--- src/rtl/wb_stage_pipelined.sv ---
// -----------------------------------------------------------------------------
// wb_stage_pipelined
//
// Registered write-back stage between the data-memory stage and the register
// file. It chooses the write-back source (load data, ALU result or PC+4),
// aligns and extends load data by byte offset and access size, flags misaligned
// loads, suppresses writes to x0 and to the reserved source, and counts retired
// instructions. Every output is registered, one cycle after its inputs.
//
// Parameters
//   XLEN   datapath width (32 or 64; load alignment is defined for 32)
//   RA_W   register-address width
//   CNT_W  retired-instruction counter width
//
// Ports
//   clock          in   rising-edge clock
//   reset          in   synchronous, active-high reset
//   stall          in   hold every stage register, including the counter
//   flush          in   load a bubble (counter held)
//   in_valid       in   incoming instruction is real
//   in_pc          in   PC of incoming instruction
//   in_alu_res     in   ALU result; bits [1:0] are the load byte offset
//   in_dmem_data   in   raw aligned word from data memory
//   in_funct3      in   load size / sign field
//   in_wb_sel      in   00 DMEM, 01 ALU, 10 PC+4, 11 reserved
//   in_rd          in   destination register
//   in_reg_wen     in   instruction writes rd
//   wb_valid       out  registered instruction retires this cycle
//   wb_wen         out  register-file write enable
//   wb_rd          out  register-file write address
//   wb_data        out  register-file write data
//   wb_misaligned  out  retiring load was misaligned
//   retired        out  retired-instruction count (wraps)
// -----------------------------------------------------------------------------
module wb_stage_pipelined #(
  parameter int XLEN  = 32,
  parameter int RA_W  = 5,
  parameter int CNT_W = 64
) (
  input  logic             clock,
  input  logic             reset,
  input  logic             stall,
  input  logic             flush,
  input  logic             in_valid,
  input  logic [XLEN-1:0]  in_pc,
  input  logic [XLEN-1:0]  in_alu_res,
  input  logic [XLEN-1:0]  in_dmem_data,
  input  logic [2:0]       in_funct3,
  input  logic [1:0]       in_wb_sel,
  input  logic [RA_W-1:0]  in_rd,
  input  logic             in_reg_wen,
  output logic             wb_valid,
  output logic             wb_wen,
  output logic [RA_W-1:0]  wb_rd,
  output logic [XLEN-1:0]  wb_data,
  output logic             wb_misaligned,
  output logic [CNT_W-1:0] retired
);

  localparam logic [2:0] F3_LB  = 3'b000;
  localparam logic [2:0] F3_LH  = 3'b001;
  localparam logic [2:0] F3_LW  = 3'b010;
  localparam logic [2:0] F3_LBU = 3'b100;
  localparam logic [2:0] F3_LHU = 3'b101;

  localparam logic [1:0] SEL_DMEM = 2'b00;
  localparam logic [1:0] SEL_ALU  = 2'b01;
  localparam logic [1:0] SEL_PC4  = 2'b10;
  localparam logic [1:0] SEL_RSVD = 2'b11;

  // Shift the memory word down by the byte offset, then extend the selected
  // byte or halfword. Word loads and unknown funct3 pass the raw word through.
  function automatic logic [XLEN-1:0] load_align(
    input logic [XLEN-1:0] data,
    input logic [1:0]      off,
    input logic [2:0]      f3
  );
    logic [XLEN-1:0] sh;
    logic signed [7:0]  s8;
    logic signed [15:0] s16;
    sh  = data >> {off, 3'b000};
    s8  = sh[7:0];
    s16 = sh[15:0];
    case (f3)
      F3_LB:   load_align = {{(XLEN-8){s8[7]}}, s8};
      F3_LBU:  load_align = {{(XLEN-8){1'b0}}, sh[7:0]};
      F3_LH:   load_align = {{(XLEN-16){s16[15]}}, s16};
      F3_LHU:  load_align = {{(XLEN-16){1'b0}}, sh[15:0]};
      default: load_align = data;
    endcase
  endfunction

  // A halfword at offset 3 would straddle the word; a word must be at offset 0.
  function automatic logic load_misaligned(
    input logic [1:0] off,
    input logic [2:0] f3
  );
    case (f3)
      F3_LH, F3_LHU: load_misaligned = (off == 2'd3);
      F3_LW:         load_misaligned = (off != 2'd0);
      default:       load_misaligned = 1'b0;
    endcase
  endfunction

  logic [1:0]      w_off;
  logic [XLEN-1:0] w_load_data;
  logic [XLEN-1:0] w_pc_plus4;
  logic [XLEN-1:0] w_src_data;
  logic            w_misaligned;
  logic            w_wen;

  assign w_off       = in_alu_res[1:0];
  assign w_load_data = load_align(in_dmem_data, w_off, in_funct3);
  assign w_pc_plus4  = in_pc + XLEN'(4);

  always_comb begin
    w_src_data = '0;
    case (in_wb_sel)
      SEL_DMEM: w_src_data = w_load_data;
      SEL_ALU:  w_src_data = in_alu_res;
      SEL_PC4:  w_src_data = w_pc_plus4;
      SEL_RSVD: w_src_data = '0;
      default:  w_src_data = '0;
    endcase
  end

  // Misalignment is only meaningful for a real instruction taking load data;
  // bubbles never raise it.
  assign w_misaligned = in_valid & (in_wb_sel == SEL_DMEM)
                      & load_misaligned(w_off, in_funct3);

  assign w_wen = in_valid & in_reg_wen & (in_rd != '0)
               & (in_wb_sel != SEL_RSVD) & ~w_misaligned;

  logic             r_vld_p1;
  logic             r_wen_p1;
  logic [RA_W-1:0]  r_rd_p1;
  logic [XLEN-1:0]  r_data_p1;
  logic             r_mis_p1;
  logic [CNT_W-1:0] r_retired_p1;

  // ---- stage boundary: inputs -> write-back registers (reset > flush > stall > load)
  always_ff @(posedge clock) begin
    if (reset) begin
      r_vld_p1     <= 1'b0;
      r_wen_p1     <= 1'b0;
      r_rd_p1      <= '0;
      r_data_p1    <= '0;
      r_mis_p1     <= 1'b0;
      r_retired_p1 <= '0;
    end else if (flush) begin
      r_vld_p1     <= 1'b0;
      r_wen_p1     <= 1'b0;
      r_rd_p1      <= '0;
      r_data_p1    <= '0;
      r_mis_p1     <= 1'b0;
    end else if (!stall) begin
      r_vld_p1     <= in_valid;
      r_wen_p1     <= w_wen;
      r_rd_p1      <= in_rd;
      r_data_p1    <= w_src_data;
      r_mis_p1     <= w_misaligned;
      if (in_valid) begin
        r_retired_p1 <= r_retired_p1 + CNT_W'(1);
      end
    end
  end

  assign wb_valid      = r_vld_p1;
  assign wb_wen        = r_wen_p1;
  assign wb_rd         = r_rd_p1;
  assign wb_data       = r_data_p1;
  assign wb_misaligned = r_mis_p1;
  assign retired       = r_retired_p1;

endmodule

--- config.mk ---
export PLATFORM = sky130hd
export DESIGN_NAME = wb_stage_pipelined
export DESIGN_NICKNAME = d
export VERILOG_FILES = /design/src/rtl/wb_stage_pipelined.sv
export SDC_FILE = /design/constraint.sdc
export NUM_CORES = 1
export LEC_CHECK = 0
export CORE_MARGIN = 2
export CORE_UTILIZATION = 50
export CTS_CLUSTER_DIAMETER = 120
export DETAILED_ROUTE_END_ITERATION = 12
export PLACE_DENSITY = 0.87
export SLEW_MARGIN = 20
export SYNTH_ARGS = -nofsm -noshare
export SYNTH_HDL_FRONTEND = slang
export SYNTH_SLANG_ARGS = --single-unit
--- constraint.sdc ---
create_clock -name clock -period 5.3 [get_ports clock]
set_input_delay 1.06 -clock clock [delete_from_list [all_inputs] [get_ports clock]]
set_output_delay 1.06 -clock clock [all_outputs]
set_load 0.01 [all_outputs]
==> Word level (Yosys, flattened, before mapping) <==
Cells that the tools add are included.
{ "totals": {"out_inout_bits": 104, "n_memories": 0, "wordCells": 37, "romBits": 0, "register_bits": 104, "mem_bits_rw": 0, "latch_bits": 0, "inputBits": 112} }
{ "classes": {"n_shift": 1, "n_bitwise": 9, "n_mux": 3, "magnitude_cmp": 0, "div": 0, "mul": 0, "eq_ne": 9, "n_reduce_logical": 7, "addsub": 2} }
{ "op_table": {"columns": ["op", "count"], "rows": [
  ["32-bit case mux with 4 select lines", 2],
  ["64-bit by 1-bit adder with 64-bit output, second input constant", 1],
  ["32-bit by 3-bit adder with 32-bit output, second input constant", 1],
  ["32-bit by 5-bit right shift with 16-bit output", 1],
  ["1-bit AND", 6],
  ["2-bit == test, second input constant", 3],
  ["3-bit == test, second input constant", 2],
  ["5-bit nonzero test", 1],
  ["2-bit OR reduction", 2],
  ["3-bit by 1-bit == test with 1-bit output, second input constant", 1],
  ["3-bit by 2-bit == test with 1-bit output, second input constant", 1],
  ["3-bit logical NOT", 1],
  ["1-bit inverter", 3],
  ["3-bit AND reduction", 1],
  ["2-bit by 1-bit == test with 1-bit output, second input constant", 1],
  ["2-bit logical NOT", 1],
  ["2-bit inequality test, second input constant", 1],
  ["1-bit case mux with 2 select lines", 1],
  ["2-bit nonzero test", 1]
]} }

==> Depth between registers and ports, before layout <==
{ "logic_depth": {"depth_word": 6, "ltp_mapped": 8} }

==> Least setup slack after synthesis <==
OpenSTA, ideal clock, no wires.
{ "synth_timing": {"kind": "input port to flip-flop", "startpoint": "input in_alu_res[1]", "endpoint": "register r_data_p1[21] (netlist: wb_data[21])", "setup_time_ns": 0.122, "arrival_ns": 2.610, "required_ns": 5.178, "setup_slack_ns": 2.568, "path_buffers": 1, "path_stages": 6, "cell_sequence": "clkbuf_1 > mux2_2 > a32oi_1 > and2_1 > a21oi_1 > a221o_1"} }
{ "synth_via": {"elab_chain_cells": 3} }
{ "synth_lines": {"columns": ["item", "line_no", "rtl"], "rows": [
  ["from (decl)", "46", "input logic [XLEN-1:0] in_alu_res,"],
  ["32-bit by 5-bit right shift with 16-bit output", "81", "sh = data >> {off, 3'b000};"],
  ["32-bit case mux with 4 select lines", "84", "case (f3)"],
  ["32-bit case mux with 4 select lines", "118", "case (in_wb_sel)"],
  ["to (signal assigned)", "161", "r_data_p1 <= w_src_data;"],
  ["to (decl)", "138", "logic [XLEN-1:0] r_data_p1;"]
]} }
Every way passes these cells.
A chain may end at the register's enable or synchronous reset.

==> Worst setup path in the final report <==
{ "layout_timing": {"startpoint": "input stall", "endpoint": "register r_retired_p1[54] (netlist: retired[54])"} }
{ "layout_via": {"elab_chain_cells": 2} }
{ "layout_lines": {"columns": ["item", "line_no", "rtl"], "rows": [
  ["from (decl)", "42", "input logic stall,"],
  ["1-bit inverter (no source line)", null, null],
  ["3-bit AND reduction (no source line)", null, null],
  ["to (signal assigned)", "164", "r_retired_p1 <= r_retired_p1 + CNT_W'(1);"],
  ["to (decl)", "140", "logic [CNT_W-1:0] r_retired_p1;"]
]} }
Every way passes these cells.

==> reports/qor.txt <==
post-CTS setup buffer count: 0
Sink Count: 104
dominant cell type by area after synthesis: dfxtp_1
fraction of layout cells with a size suffix above 1: 4.01%
CTS Hold Buffers Added: 0
CP bufs+invs: 2
relative slew slack: 29.5%
largest net degree at the start of global routing: 69
final max-slew violation count: 0
power density cells: 203 nW/um^2
Area Growth Syn to Fin: 39.8%
peak supply drop: 0.164 mV
top cell type's share of synthesized area: 32.5%
Clock Latency Late Sink: 0.36 ns
Worst Setup SP: stall
number of global-route vias before repair: 6909
syn nets: 949
combinational share of power: 16.5%
CTS tree: done
ANT nets after route: 0
Avg WL per Cell: 19.5 um
clock skew: 0.0149 ns
setup repair after global routing missed its margin: false
PostCTS Resize Cnt: 0
post-layout min period: 3.88 ns
Post-synth EDFFs: 0
Int Power: 1.33 mW
Tcrit/Tclk final: 73.2%
GRT Resource Usage Total: 33.0%
sequential area share after synthesis: 32.5%
grt total ovfl: 0
fillers: 1015
post-synth cell types: 65
CP max FO: 23
PortBufs: 215
Max clock buf depth: 2
Die W: 117 um
Worst Tran Pin Value: 1.05 ns
final setup violation count: 0
Sw Ratio: 26.8%
#FFs+latches synth: 104
worst hold slack: 0.473 ns
htree depth: 3
cell family with most CP delay: simple AND/OR/NAND/NOR gates
status: completed
max incr delay on CP: 0.81 ns
final hold vios: 0
Leak: 2.85 nW
synth top area cells: dfxtp_1 (33%), a21oi_1 (5.9%), nand2_1 (4.4%), o21ai_0 (4.0%), nor2_1 (3.8%)
Mean Syn Cell Area: 7.66 um^2
Flop pwr share: 44.2%
nets@finish: 1131
mapped cell area: 6400 um^2
Reg2Reg Launch Point: retired[2]
most common cell after layout, fill and taps aside: clkdlybuf4s50_1
Pre-Repair DR Iteration Count: 6
Hold Crit Class: register to register
Critical Path RT: 5.55 ns
crit-path cells: clkdlybuf4s50_1 -> nor4bb_1 -> buf_4 -> nand4_1 -> nor4_1 -> mux2_2
max cap viols: 0
Async SR Flop Fraction: 0%
achievable frequency: 258 MHz
Clock power frac: 39.3%
routability cong.: 0.968
first-pass GRT wire length: 35500 um
Clock Root Buffer: clkbuf_16
ys flop type: dfxtp_1
Via Count: 7553
Yosys Warn Count: 0
initial antenna violation count: 0
most frequent cells in the layout: clkdlybuf4s50_1 (214), dfxtp_1 (104), nand2_1 (75), a21oi_1 (75), nor2_1 (64)
CP max-delay cell: clkdlybuf4s50_1
Initial Util: 50.9%
cells after synthesis: 835
TritonCTS buffer count: 9
WL final: 23200 um
row count: 41
Core ar.: 12600 um^2
Via density: 6.32
1st-iter DRT viols: 1168
IO Count: 216
die area: 13700 um^2
hpwl dp: 17000 um
DRC Markers: 0
Sw Pwr: 0.486 mW
CP Capture Type: register
crit path DAT: 4.13 ns
setup_tns: 0 ns
beginning of the worst hold path: wb_wen
crit path launch type: input port
clock-pin slew on the worst setup and hold paths: 0.07 ns
Chip Height: 117 um
Setup CP Type: input port to register
-- flip-flops by register name, summed over array words and instances (netlist names) --
signal         cells
wb_valid           1
wb_rd              5
retired           64
wb_misaligned      1
wb_data           32
wb_wen             1
-- through the flow --
step | total power [mW] | setup WS, ns | area [um^2] | utilization, % | std cells
2_1_floorplan | 0.944 | 2.57 | 6400 | - | 835
3_3_place_gp | 1.11 | 1.23 | 8630 | 68.6 | 1178
3_5_place_dp | 1.11 | 1.13 | 8630 | 68.6 | 1178
4_1_cts | 1.81 | 1.49 | 8940 | 71.1 | 1194
5_1_grt | 1.86 | 1.27 | 8940 | 71.1 | 1194
6_report | 1.81 | 1.42 | 8940 | 71.1 | 1195
-- worst min-delay path: cells and delay by family, from the launching register on --
kind | cells | cell delay [ns]
AND/OR/NAND/NOR | 1 | 0.06
AO/OA/AOI/OAI | 1 | 0.06
flip-flops | 1 | 0.31
-- cell usage after synthesis (all sizes together), types with 17 or more instances --
library cell,number
dfxtp,104
a21oi,75
nand2,75
nor2,64
o21ai,51
clkbuf,50
nand3,43
nand4,37
xnor2,27
nor4,25
inv,22
or3,21
nor3,20
or4,17
xor2,17
-- worst paths after layout --
check                endpoint  slack, ns  cells after the start
setup reg to reg  retired[54]       2.28                      5
hold reg to reg        wb_wen       0.47                      2
setup / recovery  retired[54]       1.42                      6
hold / removal         wb_wen       0.47                      2
-- cell type report --
cell class	count	area (um^2)	share of cell area (%)
multi-input combinational	653	4020	45.0
timing repair buffer	224	2210	24.8
sequential	104	2080	23.3
clock buffer	10	239	2.67
tap	172	215	2.41
inverter	25	93.8	1.05
clock inverter	6	72.6	0.812
antenna	1	2.50	0.0280
-- power by group through the flow --
stage / Clock (mW) / Combinational, mW / Sequential [mW]
2_1_floorplan: 0 / 0.121 / 0.823
3_3_place_gp: 0 / 0.287 / 0.818
3_5_place_dp: 0 / 0.289 / 0.819
4_1_cts: 0.715 / 0.292 / 0.800
5_1_grt: 0.745 / 0.318 / 0.802
6_report: 0.713 / 0.299 / 0.801
-- routing by layer --
layer	track usage [%]	vias to the layer above	wire length (um)	share of wire (%)
met4	12.4	0	736	3.2
met3	7.42	74	2340	10
met1	44.6	3503	9600	41
met5	0	-	0	0
li1	-	3525	-	-
met2	51.8	451	10600	45
-- cell families after synthesis --
family / Yosys count / share of synthesized area, %
multiplexers: 14 / 2.44
AO/OA/AOI/OAI: 234 / 23.8
buffers and inverters: 78 / 4.60
AND/OR/NAND/NOR: 359 / 30.2
flip-flops: 104 / 32.5
adder cells (fa/ha/maj): 2 / 0.391
XOR/XNOR: 44 / 6.02
Power figures use the tool's default switching activity.
